[src/rtl/pipe_stage_pkg.sv]
// pipe_stage_pkg: occupancy states and default widths shared by the pipeline stage register
package pipe_stage_pkg;
    typedef enum logic [1:0] {EMPTY, FULL, SKID} state_e;
    localparam int DEF_DATA_W = 32;
    localparam int DEF_PC_W   = 32;
    localparam int DEF_CNT_W  = 16;
endpackage

[src/rtl/pipe_stage_slot.sv]
// pipe_stage_slot: one payload register (data + PC) with load and clear
module pipe_stage_slot #(
    parameter int DATA_W = 32,
    parameter int PC_W   = 32
) (
    input  logic              clk,
    input  logic              reset,
    input  logic              load_i,
    input  logic              clear_i,
    input  logic [DATA_W-1:0] data_i,
    input  logic [PC_W-1:0]   pc_i,
    output logic [DATA_W-1:0] data_o,
    output logic [PC_W-1:0]   pc_o
);
    logic [DATA_W-1:0] data_q;
    logic [PC_W-1:0]   pc_q;
    always_ff @(posedge clk) begin
        if (reset || clear_i) begin
            data_q <= '0;
            pc_q   <= '0;
        end else if (load_i) begin
            data_q <= data_i;
            pc_q   <= pc_i;
        end
    end
    assign data_o = data_q;
    assign pc_o   = pc_q;
endmodule

[src/rtl/pipe_stage_reg.sv]
// pipe_stage_reg: valid/ready pipeline stage with stall counter
// PIPE_STAGE_REG_SKID_EN adds a skid slot so in_ready is registered (2-entry storage)
module pipe_stage_reg
    import pipe_stage_pkg::*;
#(
    parameter int DATA_W = DEF_DATA_W,
    parameter int PC_W   = DEF_PC_W,
    parameter int CNT_W  = DEF_CNT_W
) (
    input  logic              clk,
    input  logic              reset,
    input  logic              in_valid,
    output logic              in_ready,
    input  logic [DATA_W-1:0] in_data,
    input  logic [PC_W-1:0]   in_pc,
    output logic              out_valid,
    input  logic              out_ready,
    output logic [DATA_W-1:0] out_data,
    output logic [PC_W-1:0]   out_pc,
    input  logic              flush,
    output logic [CNT_W-1:0]  stall_cnt
);
    state_e            state_q, state_d;
    logic [CNT_W-1:0]  stall_q, stall_d;
    logic              in_xfer, out_xfer, head_ld, head_clr;
    logic [DATA_W-1:0] head_data_d;
    logic [PC_W-1:0]   head_pc_d;

    assign out_valid = state_q != EMPTY;
    assign in_xfer   = in_valid && in_ready;
    assign out_xfer  = out_valid && out_ready;
    assign stall_cnt = stall_q;

`ifdef PIPE_STAGE_REG_SKID_EN
    logic              skid_ld, skid_clr;
    logic [DATA_W-1:0] skid_data;
    logic [PC_W-1:0]   skid_pc;
    assign in_ready    = state_q != SKID;
    // head refills from the skid slot on drain, otherwise from upstream
    assign head_ld     = (in_xfer && (state_q == EMPTY || out_xfer)) || (state_q == SKID && out_xfer);
    assign head_data_d = state_q == SKID ? skid_data : in_data;
    assign head_pc_d   = state_q == SKID ? skid_pc : in_pc;
    assign skid_ld     = in_xfer && state_q == FULL && !out_xfer;
    assign skid_clr    = flush || (state_q == SKID && out_xfer);
    pipe_stage_slot #(.DATA_W(DATA_W), .PC_W(PC_W)) u_skid (
        .clk(clk), .reset(reset), .load_i(skid_ld), .clear_i(skid_clr),
        .data_i(in_data), .pc_i(in_pc), .data_o(skid_data), .pc_o(skid_pc)
    );
`else
    assign in_ready    = !out_valid || out_ready;
    assign head_ld     = in_xfer;
    assign head_data_d = in_data;
    assign head_pc_d   = in_pc;
`endif

    // clearing on drain keeps out_data/out_pc at zero whenever the stage is empty
    assign head_clr = flush || (out_xfer && !head_ld);

    pipe_stage_slot #(.DATA_W(DATA_W), .PC_W(PC_W)) u_head (
        .clk(clk), .reset(reset), .load_i(head_ld), .clear_i(head_clr),
        .data_i(head_data_d), .pc_i(head_pc_d), .data_o(out_data), .pc_o(out_pc)
    );

    assign state_d = flush ? EMPTY
                   : state_q == EMPTY ? (in_xfer ? FULL : EMPTY)
                   : state_q == FULL  ? (in_xfer && !out_xfer ? SKID : out_xfer && !in_xfer ? EMPTY : FULL)
                   : (out_xfer ? FULL : SKID);
    assign stall_d = (out_valid && !out_ready && stall_q != '1) ? stall_q + 1'b1 : stall_q;

    always_ff @(posedge clk) begin
        if (reset) begin
            state_q <= EMPTY;
            stall_q <= '0;
        end else begin
            state_q <= state_d;
            stall_q <= stall_d;
        end
    end
endmodule

[config.mk]
export PLATFORM = sky130hd
export DESIGN_NAME = pipe_stage_reg
export DESIGN_NICKNAME = d
export VERILOG_FILES = /design/src/rtl/pipe_stage_pkg.sv /design/src/rtl/pipe_stage_slot.sv /design/src/rtl/pipe_stage_reg.sv
export SDC_FILE = /design/constraint.sdc
export NUM_CORES = 1
export LEC_CHECK = 0
export ABC_AREA = 0
export CORE_AREA = 2 2 99 101
export CTS_CLUSTER_SIZE = 28
export DETAILED_ROUTE_END_ITERATION = 6
export DIE_AREA = 0 0 101 103
export MAX_ROUTING_LAYER = met4
export PLACE_DENSITY_LB_ADDON = 0.3
export RECOVER_POWER = 25
export SLEW_MARGIN = 10
export SYNTH_ARGS = -nofsm -noshare
export SYNTH_HDL_FRONTEND = slang
export SYNTH_SLANG_ARGS = --single-unit
[constraint.sdc]
create_clock -name clk -period 1.8 [get_ports clk]
set_input_delay 0.27 -clock clk [delete_from_list [all_inputs] [get_ports clk]]
set_output_delay 0.27 -clock clk [all_outputs]
set_load 0.02 [all_outputs]
Word level (Yosys, flattened, before mapping)

Cells that the tools add are included.

Bits of input ports: 69
Output and inout port bits: 82
Logic and storage cells: 29
Register bits: 82

Muxes and demuxes: 6
Equal/unequal tests: 2
Add/subtract/negate cells: 1
Reductions and logical operators: 16

Operators by type and width:

| kind                    | number |
|---|---|
| $add A16 B1 Y16 const B | 1 |
| $ne A16 B16 Y1 const B  | 1 |
| $mux W2                 | 4 |
| $logic_and A1 B1 Y1     | 6 |
| $logic_not A1 Y1        | 4 |
| $logic_or A1 B1 Y1      | 3 |
| $eq A2 B1 Y1 const B    | 1 |
| $logic_not A2 Y1        | 1 |
| $mux W1                 | 2 |
| $reduce_bool A2 Y1      | 1 |
| $reduce_or A2 Y1        | 1 |

Logic depth before layout (Yosys ltp)

Gate-level depths: netlist of the first run.

Depth after elaboration: 10
Depth in mapped cells: 9

Hierarchy

A second synthesis of the first run with hierarchy kept.

Cells, all modules: 318
Area, all modules: 3323.2 sq um

By module, submodules not included:

| module          | cells each | instances | sequential area each (sq um) | area an instance (sq um) |
|---|---|---|---|---|
| pipe_stage_slot | 207        | 1         | 1281.2                       | 2348.5 |
| pipe_stage_reg  | 111        | 1         | 360.3                        | 974.7 |

Worst setup path after synthesis of the first run

OpenSTA, ideal clock, no wires.

Path kind: register -> register
Start point: register state_q[0]
End point: register u_head.data_q[10] (netlist: u_head.data_o[10])
Clock period less this slack: 2051 ps
Arrival time: 1981 ps
Path buffers: 3
Stages on the path, launching flop included: 10
Slack: -251 ps
Cell sequence: dfxtp_1 -> o21ba_4 -> inv_2 -> nand2_1 -> clkbuf_1 -> ha_1 -> or3_1 -> clkbuf_1 -> clkbuf_1 -> a21oi_1

Longest elaborated chain between the ends: 8

RTL lines:

| item                     | RTL line              | RTL |
|---|---|---|
| start: declaration       | pipe_stage_reg.sv:23  | `state_e state_q, state_d;` |
| start signal: assignment | pipe_stage_reg.sv:75  | `state_q <= state_d;` |
| $reduce_bool A2 Y1 (*)   | pipe_stage_reg.sv:29  | `assign out_valid = state_q != EMPTY;` |
| $logic_not A1 Y1 (*)     | pipe_stage_reg.sv:50  | `assign in_ready = !out_valid \|\| out_ready;` |
| $logic_or A1 B1 Y1 (*)   | pipe_stage_reg.sv:50  |  |
| via in_ready             | pipe_stage_reg.sv:13  | `output logic in_ready,` |
| $logic_and A1 B1 Y1 (*)  | pipe_stage_reg.sv:30  | `assign in_xfer = in_valid && in_ready;` |
| $logic_not A1 Y1         | pipe_stage_reg.sv:57  | `assign head_clr = flush \|\| (out_xfer && !head_ld);` |
| $logic_and A1 B1 Y1      | pipe_stage_reg.sv:57  |  |
| $logic_or A1 B1 Y1       | pipe_stage_reg.sv:57  |  |
| $logic_or A1 B1 Y1       | pipe_stage_slot.sv:18 | `if (reset \|\| clear_i) begin` |
| end signal: assignment   | pipe_stage_slot.sv:22 | `data_q <= data_i;` |
| end: declaration         | pipe_stage_slot.sv:15 | `logic [DATA_W-1:0] data_q;` |

The timed path passes the listed nets; every way through them passes the cells marked *.
A chain may end at the register's enable or synchronous reset.

Worst setup path in the final report of the first run

Start point: register stall_q[0] (netlist: stall_cnt[0])
End point: register stall_q[14] (netlist: stall_cnt[14])

Longest elaborated chain between the ends: 2

RTL lines:

| item                                                                    | RTL line             | RTL |
|---|---|---|
| start: declaration                                                      | pipe_stage_reg.sv:24 | `logic [CNT_W-1:0] stall_q, stall_d;` |
| start signal: assignment                                                | pipe_stage_reg.sv:76 | `stall_q <= stall_d;` |
| parallel branches: the longest is 2 deep, another holds $add A16 B1 Y16 | n/a                  |  |

Parallel ways; which one is timed is not known.

==> results of run 1 <==
registers in the layout (all words and copies together), names as in the netlist:
register and count:
stall_cnt 16, state_q 2, u_head.pc_o 32, u_head.data_o 32
report_power, final:
group	total (mW)	switching (mW)	internal (mW)
Combinational	0.615	0.285	0.329
Clock	1.25	0.699	0.554
Sequential	1.88	0.0238	1.86
Total	3.75	1.01	2.74
critical path: stages, from the launching register on:
cell and delay (ps):
dfxtp_4 370, ha_4 160, nand4_4 120, or3_4 420
nor4b_4 300, mux2_4 320
layer usage:
metal  global-route usage, %  part of all wire [%]
met5                       -                     0
met4                    7.59                   1.9
met1                    21.0                    44
met3                    3.19                   4.8
met2                    29.3                    49
worst max path at each step:
| stage | start | end | slack (ps) | cells past startpoint |
|---|---|---|---|---|
| 2_1_floorplan | state_q[1]$_SDFF_PP0_ | u_head.data_o[10]$_SDFFE_PP0P_ | -10 | 9 |
| 3_3_place_gp | out_ready | u_head.pc_o[19]$_SDFFE_PP0P_ | -310 | 8 |
| 3_5_place_dp | out_ready | u_head.pc_o[9]$_SDFFE_PP0P_ | -360 | 8 |
| 4_1_cts | stall_cnt[12]$_SDFFE_PP0P_ | stall_cnt[1]$_SDFFE_PP0P_ | 5 | 6 |
| 5_1_grt | stall_cnt[0]$_SDFFE_PP0P_ | stall_cnt[14]$_SDFFE_PP0P_ | -60 | 5 |
| 6_report | stall_cnt[0]$_SDFFE_PP0P_ | stall_cnt[14]$_SDFFE_PP0P_ | 20 | 5 |
what timing repair did:
item | in CTS | in global routing
resized for setup | 9 | 24
endpoints found under the setup margin | 69 | 20
pin swaps | 1 | 4
setup buffers | 0 | 3
gates cloned | 1 | 7
cell families (layout without fill, tap and decap cells):
| kind of cell | count (synthesis) | in the layout |
|---|---|---|
| DFF | 82 | 82 |
| xor gates and xnor gates | 1 | 1 |
| adders and majority gates | 3 | 3 |
| muxes | 7 | 7 |
| and+or+nand+nor | 190 | 191 |
| AOI/OAI and AO/OA | 83 | 83 |
| buffers and inverters | 31 | 212 |
area by class of cell:
type                            count  area (sq um)
Fill cell                         866          3880
Timing Repair Buffer              188          1960
Sequential cell                    82          1660
Multi-Input combinational cell    285          1600
Tap cell                          114           143
Clock buffer                       10           138
Clock inverter                      6          50.0
Inverter                            8          35.0
layout by cell type (no fill, tap or decap), types with 3 or more instances in the layout:
cell               n
buf_4             23
nand2_1          131
o21ai_0            6
or3_1              6
a21oi_2           19
clkdlybuf4s50_1  113
inv_6              3
dlygate4sd2_1      3
nor3_1             6
nand4_4            3
clkbuf_8          10
dfxtp_1           73
nor4_1             3
clkbuf_16          6
nor2b_1            3
dfxtp_2            7
nand3_1            5
dlygate4sd3_1     32
or3_4              4
buf_12             4
a21oi_1           50
mux2_2             3
inv_1              6
nor2_1            16
==> metrics.md, run 1 <==
| Metric | Value |
|---|---|
| First-pass GRT wire length | 14100 microns |
| Root Driver | clkbuf_8 |
| Crit start category | flip-flop |
| Die height | 103 microns |
| Row count | 36 |
| Clk buf depth | 2 |
| Initial cell density of the core | 33.8% |
| Worst slew pin tran | 413 ps |
| Drt initial violations | 101 |
| Critical path data required time | 2040 ps |
| Clk_lat worst skew | 340 ps |
| FF-to-FF path depth | 5 |
| Hold Path Class | primary input to flip-flop |
| Count of non-filler cells in the finished layout | 693 |
| Initial antenna violation count | 0 |
| Pwr dens | 672 mW/mm^2 |
| YS warnings | 0 |
| Cells after Synth | 397 |
| Mapped Nets | 469 |
| Boundary Pins | 151 |
| Vias in the first global route | 3005 |
| Most numerous cell in the Yosys netlist | nand2_1 |
| Xor/xnor share of the synthesized area | 0.274% |
| Simple logic cell fraction of the synthesized area | 26.6% |
| DRT Pass-1 Iters | 4 |
| Share of cells above drive strength 1 | 17.8% |
| H-tree levels | 3 |
| Worst R2R Start | stall_cnt[0]$_SDFFE_PP0P_ |
| CTS hold repair buffers | 0 |
| Mux cell area share after synthesis | 2.39% |
| DP Worst Slack | -360 ps |
| LEAKAGE | 2.17 nW |
| Clock buffer count from CTS | 9 |
| Synth async-reset ratio | 0% |
| Clock-pin slew of the registers on the worst-case setup and hold paths | 90 ps |
| Compound-cell area share of the yosys netlist | 14.5% |
| Post-synthesis register bit count | 82 |
| Worst reg2reg setup slack | 20 ps |
| Status | finished, final reports clean |
| Max VDD drop | 0.402 mV |
| Synth top cells by count | nand2_1, dfxtp_1, a21oi_1, clkbuf_1, nor2_1 |
| Syn Area/Cell | 8.06 sq um |
| Total routed wirelength | 9980 microns |
| Syn Std Cell Area | 0.00320 sq mm |
| Global route overflow | 0 |
| RePlAce Congestion | 0.879 |
| PnR worst setup slack | 18.8 ps |
| Crit path time final | 1780 ps |
| RSZ-0062 raised after global routing | yes |
| Cell taking the most area after synthesis | dfxtp_1 |
| Worst Setup End Kind | flip-flop |
| Nets | 646 |
| Vias per inst | 4.89 |
| TritonCTS clock tree | yes |
| Vias | 3388 |
| Placed instance area | 0.00510 sq mm |
| Final Instance Area | 0.00558 sq mm |
| Final setup viols | 0 |
| Core area | 0.00946 sq mm |
| Final Hold Viols | 0 |
| I/O Buffers | 150 |
| R2r endpoint | stall_cnt[14]$_SDFFE_PP0P_ |
| Die X | 101 microns |
| Max_cap viols | 0 |
| Hold path cells | 3 |
| Top cell type's share of synthesized area | 51.3% |
| Adder-cell share of the synthesized area | 1.17% |
| Synth top area cells | dfxtp_1, nand2_1, a21oi_1, clkbuf_1, nor2_1 |
| Post-detail-place hpwl | 6520 microns |
| WS Path Type | flip-flop to flip-flop |
| WP data arrival | 2020 ps |
| P&R area growth vs syn | 74.5% |
| Final Skew | 9.44 ps |
| Worst Hold Slack | 336 ps |
| Post-DRT Antenna Nets | 0 |
| DIE AREA | 0.0104 sq mm |
| Normalized max-slew margin | 72.2% |
| Worst Hold Launch | out_ready |
| Fmax | 561 MHz |
| Distinct cells, synth | 36 |
| Total negative slack | 0 ps |
| Clock sink total | 82 |
| Wire length per cell | 14.4 microns |
| Final Util | 59.0% |
| DRC errors left | 0 |
| Synth Flop Type | dfxtp_1 |
| Cells after DPL | 666 |
| Sequential cell area fraction in the yosys report | 51.3% |
| Tot Pwr | 3.75 mW |
| Post-synth EDFFs | 0 |
| Slew Viols, Final | 0 |
| Worst-path fanout max | 4 |
| Main combinational cell family by area after synthesis | simple AND/OR/NAND/NOR gates |
| Hold EP | state_q[0]$_SDFF_PP0_ |
| Final period utilization | 99.0% |
| Tot GR Track Use | 17.6% |
| Largest net degree at the start of global routing | 41 |
| # diodes | 0 |
Note: power is estimated with default switching activity, not from simulation.
==> run 2, diff against run 1 <==
--- a/config.mk
+++ b/config.mk
@@ -7,6 +7,7 @@
 export LEC_CHECK = 0
 export ABC_AREA = 0
 export CORE_AREA = 2 2 99 101
+export CTS_CLUSTER_DIAMETER = 200
 export CTS_CLUSTER_SIZE = 28
 export DETAILED_ROUTE_END_ITERATION = 6
 export DIE_AREA = 0 0 101 103
==> results of run 2 <==
The final DEF is identical to that of run 1; final timing and power are the same.
==> run 3, diff against run 2 <==
--- a/config.mk
+++ b/config.mk
@@ -6,15 +6,17 @@
 export NUM_CORES = 1
 export LEC_CHECK = 0
 export ABC_AREA = 0
-export CORE_AREA = 2 2 99 101
+export CORE_AREA = 2 2 101 103
 export CTS_CLUSTER_DIAMETER = 200
 export CTS_CLUSTER_SIZE = 28
 export DETAILED_ROUTE_END_ITERATION = 6
-export DIE_AREA = 0 0 101 103
+export DIE_AREA = 0 0 103 105
 export MAX_ROUTING_LAYER = met4
 export PLACE_DENSITY_LB_ADDON = 0.3
 export RECOVER_POWER = 25
+export REMOVE_ABC_BUFFERS = 1
 export SLEW_MARGIN = 10
 export SYNTH_ARGS = -nofsm -noshare
 export SYNTH_HDL_FRONTEND = slang
+export SYNTH_HIERARCHICAL = 1
 export SYNTH_SLANG_ARGS = --single-unit
==> run 3 against run 2 <==
Net effect:
- register-to-register slack hardly changed
- worst hold slack improved by 120 ps
- clock power about the same
- cell count shrank 7.6%
- non-clock buffer count is 3 higher
- highest routed layer unchanged
==> metrics.md, run 3 <==
| Metric | Value |
|---|---|
| Status | finished, final reports clean |
| Nets | 575 (-11%) |
| FF-to-FF path depth | 8 (+3) |
| Clk_lat worst skew | 340 ps (about the same) |
| TritonCTS clock tree | yes |
| Worst Setup End Kind | flip-flop |
| Initial cell density of the core | 34.5% (+0.67 points) |
| Worst-path fanout max | 7 (+3) |
| Hold Path Class | primary input to flip-flop |
| Synth async-reset ratio | 0% (unchanged) |
| Final Hold Viols | 0 (unchanged) |
| Final setup viols | 0 (unchanged) |
| Global route overflow | 0 (unchanged) |
| Vias | 2989 (-12%) |
| Post-detail-place hpwl | 6290 microns (-3.6%) |
| Tot Pwr | 3.83 mW (+2.2%) |
| Pwr dens | 678 mW/mm^2 (+0.85%) |
| Cells after DPL | 613 (-8.0%) |
| Final period utilization | 98.7% (-0.21 points) |
| Cell taking the most area after synthesis | dfxtp_1 |
| LEAKAGE | 2.29 nW (+5.7%) |
| Clock buffer count from CTS | 9 (unchanged) |
| Fillers | 882 (+1.8%) |
| Final Skew | 3.91 ps (-5.53 ps) |
| Initial antenna violation count | 0 (unchanged) |
| Placed instance area | 0.00506 sq mm (-0.71%) |
| Syn Area/Cell | 10.5 sq um (+30%) |
| Adder-cell share of the synthesized area | 1.13% (-0.044 points) |
| Synth top cells by count | dfxtp_1, nor2_1, mux2i_1, a21oi_1, buf_6 |
| Count of non-filler cells in the finished layout | 640 (-7.6%) |
| Total routed wirelength | 9640 microns (-3.4%) |
| Die X | 103 microns (+2.0%) |
| Root Driver | clkbuf_8 |
| RSZ-0062 raised after global routing | yes |
| Sequential cell area fraction in the yosys report | 49.4% (-1.9 points) |
| H-tree levels | 3 (unchanged) |
| Drt initial violations | 59 (-42%) |
| Tot GR Track Use | 15.4% (-2.2 points) |
| # diodes | 0 (unchanged) |
| Cells after Synth | 318 (-20%) |
| Boundary Pins | 151 (unchanged) |
| Final Instance Area | 0.00566 sq mm (+1.3%) |
| Main combinational cell family by area after synthesis | multiplexers |
| Post-synth EDFFs | 0 (unchanged) |
| Most common cell after layout, fill and taps aside | clkdlybuf4s50_1 |
| Wire length per cell | 15.1 microns (+4.6%) |
| Xor/xnor share of the synthesized area | 0.264% (-0.010 points) |
| Multi-input gate area in the final layout | 0.00166 sq mm (+3.8%) |
| Worst Hold Launch | out_ready |
| Crit path time final | 1780 ps (-3.78 ps) |
| Critical path data required time | 2090 ps (+50 ps) |
| Max VDD drop | 0.315 mV (-22%) |
| RePlAce Congestion | 0.790 (-10%) |
| Synth Flop Type | dfxtp_1 |
| Distinct cells, synth | 34 (-5.6%) |
| Synth top area cells | dfxtp_1, mux2i_1, nor2_1, buf_6, buf_8 |
| Post-DRT Antenna Nets | 0 (unchanged) |
| DIE AREA | 0.0108 sq mm (+4.0%) |
| Worst slew pin tran | 387 ps (-26.2 ps) |
| Worst reg2reg setup slack | 20 ps (about the same) |
| First-pass GRT wire length | 12900 microns (-9.0%) |
| DRC errors left | 0 (unchanged) |
| Highest-count cells in the layout ignoring fill and taps | clkdlybuf4s50_1, dfxtp_1, mux2i_1 |
| Simple logic cell fraction of the synthesized area | 16.3% (-10 points) |
| YS warnings | 6 (+6) |
| Critical Path End | u_head/pc_o[14]$_SDFFE_PP0P_ |
| Largest net degree at the start of global routing | 37 (-9.8%) |
| Clock sink total | 82 (unchanged) |
| Normalized max-slew margin | 73.5% (+1.3 points) |
| Vias per inst | 4.67 (-4.5%) |
| Core area | 0.00964 sq mm (+1.9%) |
| FF+latch area | 0.00165 sq mm (-0.53%) |
| Slew Viols, Final | 0 (unchanged) |
| Compound-cell area share of the yosys netlist | 5.53% (-9.0 points) |
| Worst Setup SP | state_q[1]$_SDFF_PP0_ |
| Clk buf depth | 2 (unchanged) |
| Clock-pin slew of the registers on the worst-case setup and hold paths | 80 ps (about the same) |
| WS Path Type | flip-flop to flip-flop |
| CTS hold repair buffers | 0 (unchanged) |
| R2r endpoint | u_head/pc_o[14]$_SDFFE_PP0P_ |
| Worst R2R Start | state_q[1]$_SDFF_PP0_ |
| I/O Buffers | 150 (unchanged) |
| Vias in the first global route | 2760 (-8.2%) |
| Top cell type's share of synthesized area | 49.4% (-1.9 points) |
| Share of cells above drive strength 1 | 22.5% (+4.7 points) |
| Fmax | 563 MHz (+0.21%) |
| Syn Std Cell Area | 0.00332 sq mm (+3.9%) |
| Post-synthesis register bit count | 82 (unchanged) |
| Crit start category | flip-flop |
| Most numerous cell in the Yosys netlist | dfxtp_1 |
| Mux cell area share after synthesis | 20.6% (+18 points) |
| Row count | 36 (unchanged) |
| DRT Pass-1 Iters | 4 (unchanged) |
| Max_cap viols | 0 (unchanged) |
| P&R area growth vs syn | 70.2% |
| Die height | 105 microns (+1.9%) |
| WP data arrival | 2070 ps (+50 ps) |
==> run 3: cell families (layout without fill, tap and decap cells) <==
family,Yosys count,in the layout
AOI/OAI and AO/OA,26,26
adders and majority gates,3,3
buffers and inverters,24,212
muxes,68,68
xor gates and xnor gates,1,1
DFF,82,82
and+or+nand+nor,114,115
==> run 3: worst max-delay path: stages, from the launching register on <==
cell and delay (ps):
dfxtp_2 340, o21ba_4 230, inv_4 70, nand2_2 60
ha_2 170, or2_4 230, or2_4 320, clkbuf_16 200
nor2_2 100
==> run 3: power breakdown <==
| group | internal (mW) | total, mW | switching, mW |
|---|---|---|---|
| clock | 0.640 | 1.25 | 0.613 |
| combinational | 0.385 | 0.691 | 0.306 |
| sequential | 1.86 | 1.89 | 0.0249 |
| total | 2.89 | 3.83 | 0.944 |
==> run 3: repair_timing <==
action                     in CTS  in global routing
setup buffers                   0                  2
setup endpoints to repair      66                 72
gates resized for setup         5                 64
pin swaps                       0                 19
gates cloned                    0                 10
hold endpoints to repair        0                  0
==> run 3: layer usage <==
| metal | global-route usage, % | wire length [microns] | up-vias |
|---|---|---|---|
| li1 | - | - | 1467 |
| met1 | 18.2 | 4110 | 1407 |
| met2 | 24.9 | 4730 | 101 |
| met3 | 3.34 | 599 | 14 |
| met4 | 6.95 | 208 | 0 |
| met5 | - | 0 | - |
==> run 3: metrics by stage <==
step	utilization (%)	setup TNS [ps]	hold WS [ps]	worst slack (ps)
floorplan	-	-82600	339	-1360
global placement	52.5	-27620	471	-412
detailed placement	52.5	-29880	483	-446
CTS	54.5	-21.4	502	-6.99
global route	58.7	-344	479	-34.9
finish	58.7	0	451	22.6
==> run 3: worst min-delay path by stage <==
stage | to | cells past startpoint
after floorplan | stall_cnt[11]$_SDFFE_PP0P_ | 1
after global placement | u_head/pc_o[24]$_SDFFE_PP0P_ | 2
after detailed placement | u_head/pc_o[6]$_SDFFE_PP0P_ | 2
after CTS | u_head/pc_o[13]$_SDFFE_PP0P_ | 2
after global routing | state_q[1]$_SDFF_PP0_ | 5
final | state_q[1]$_SDFF_PP0_ | 5
==> run 3: final cells by class <==
class,instances,area share (%)
repair buffers,191,34.7
multi-input cells,213,29.4
flip-flops and latches,82,29.2
clock buffers,13,3.16
well taps,133,2.94
inverters,6,0.465
clock inverters,2,0.177
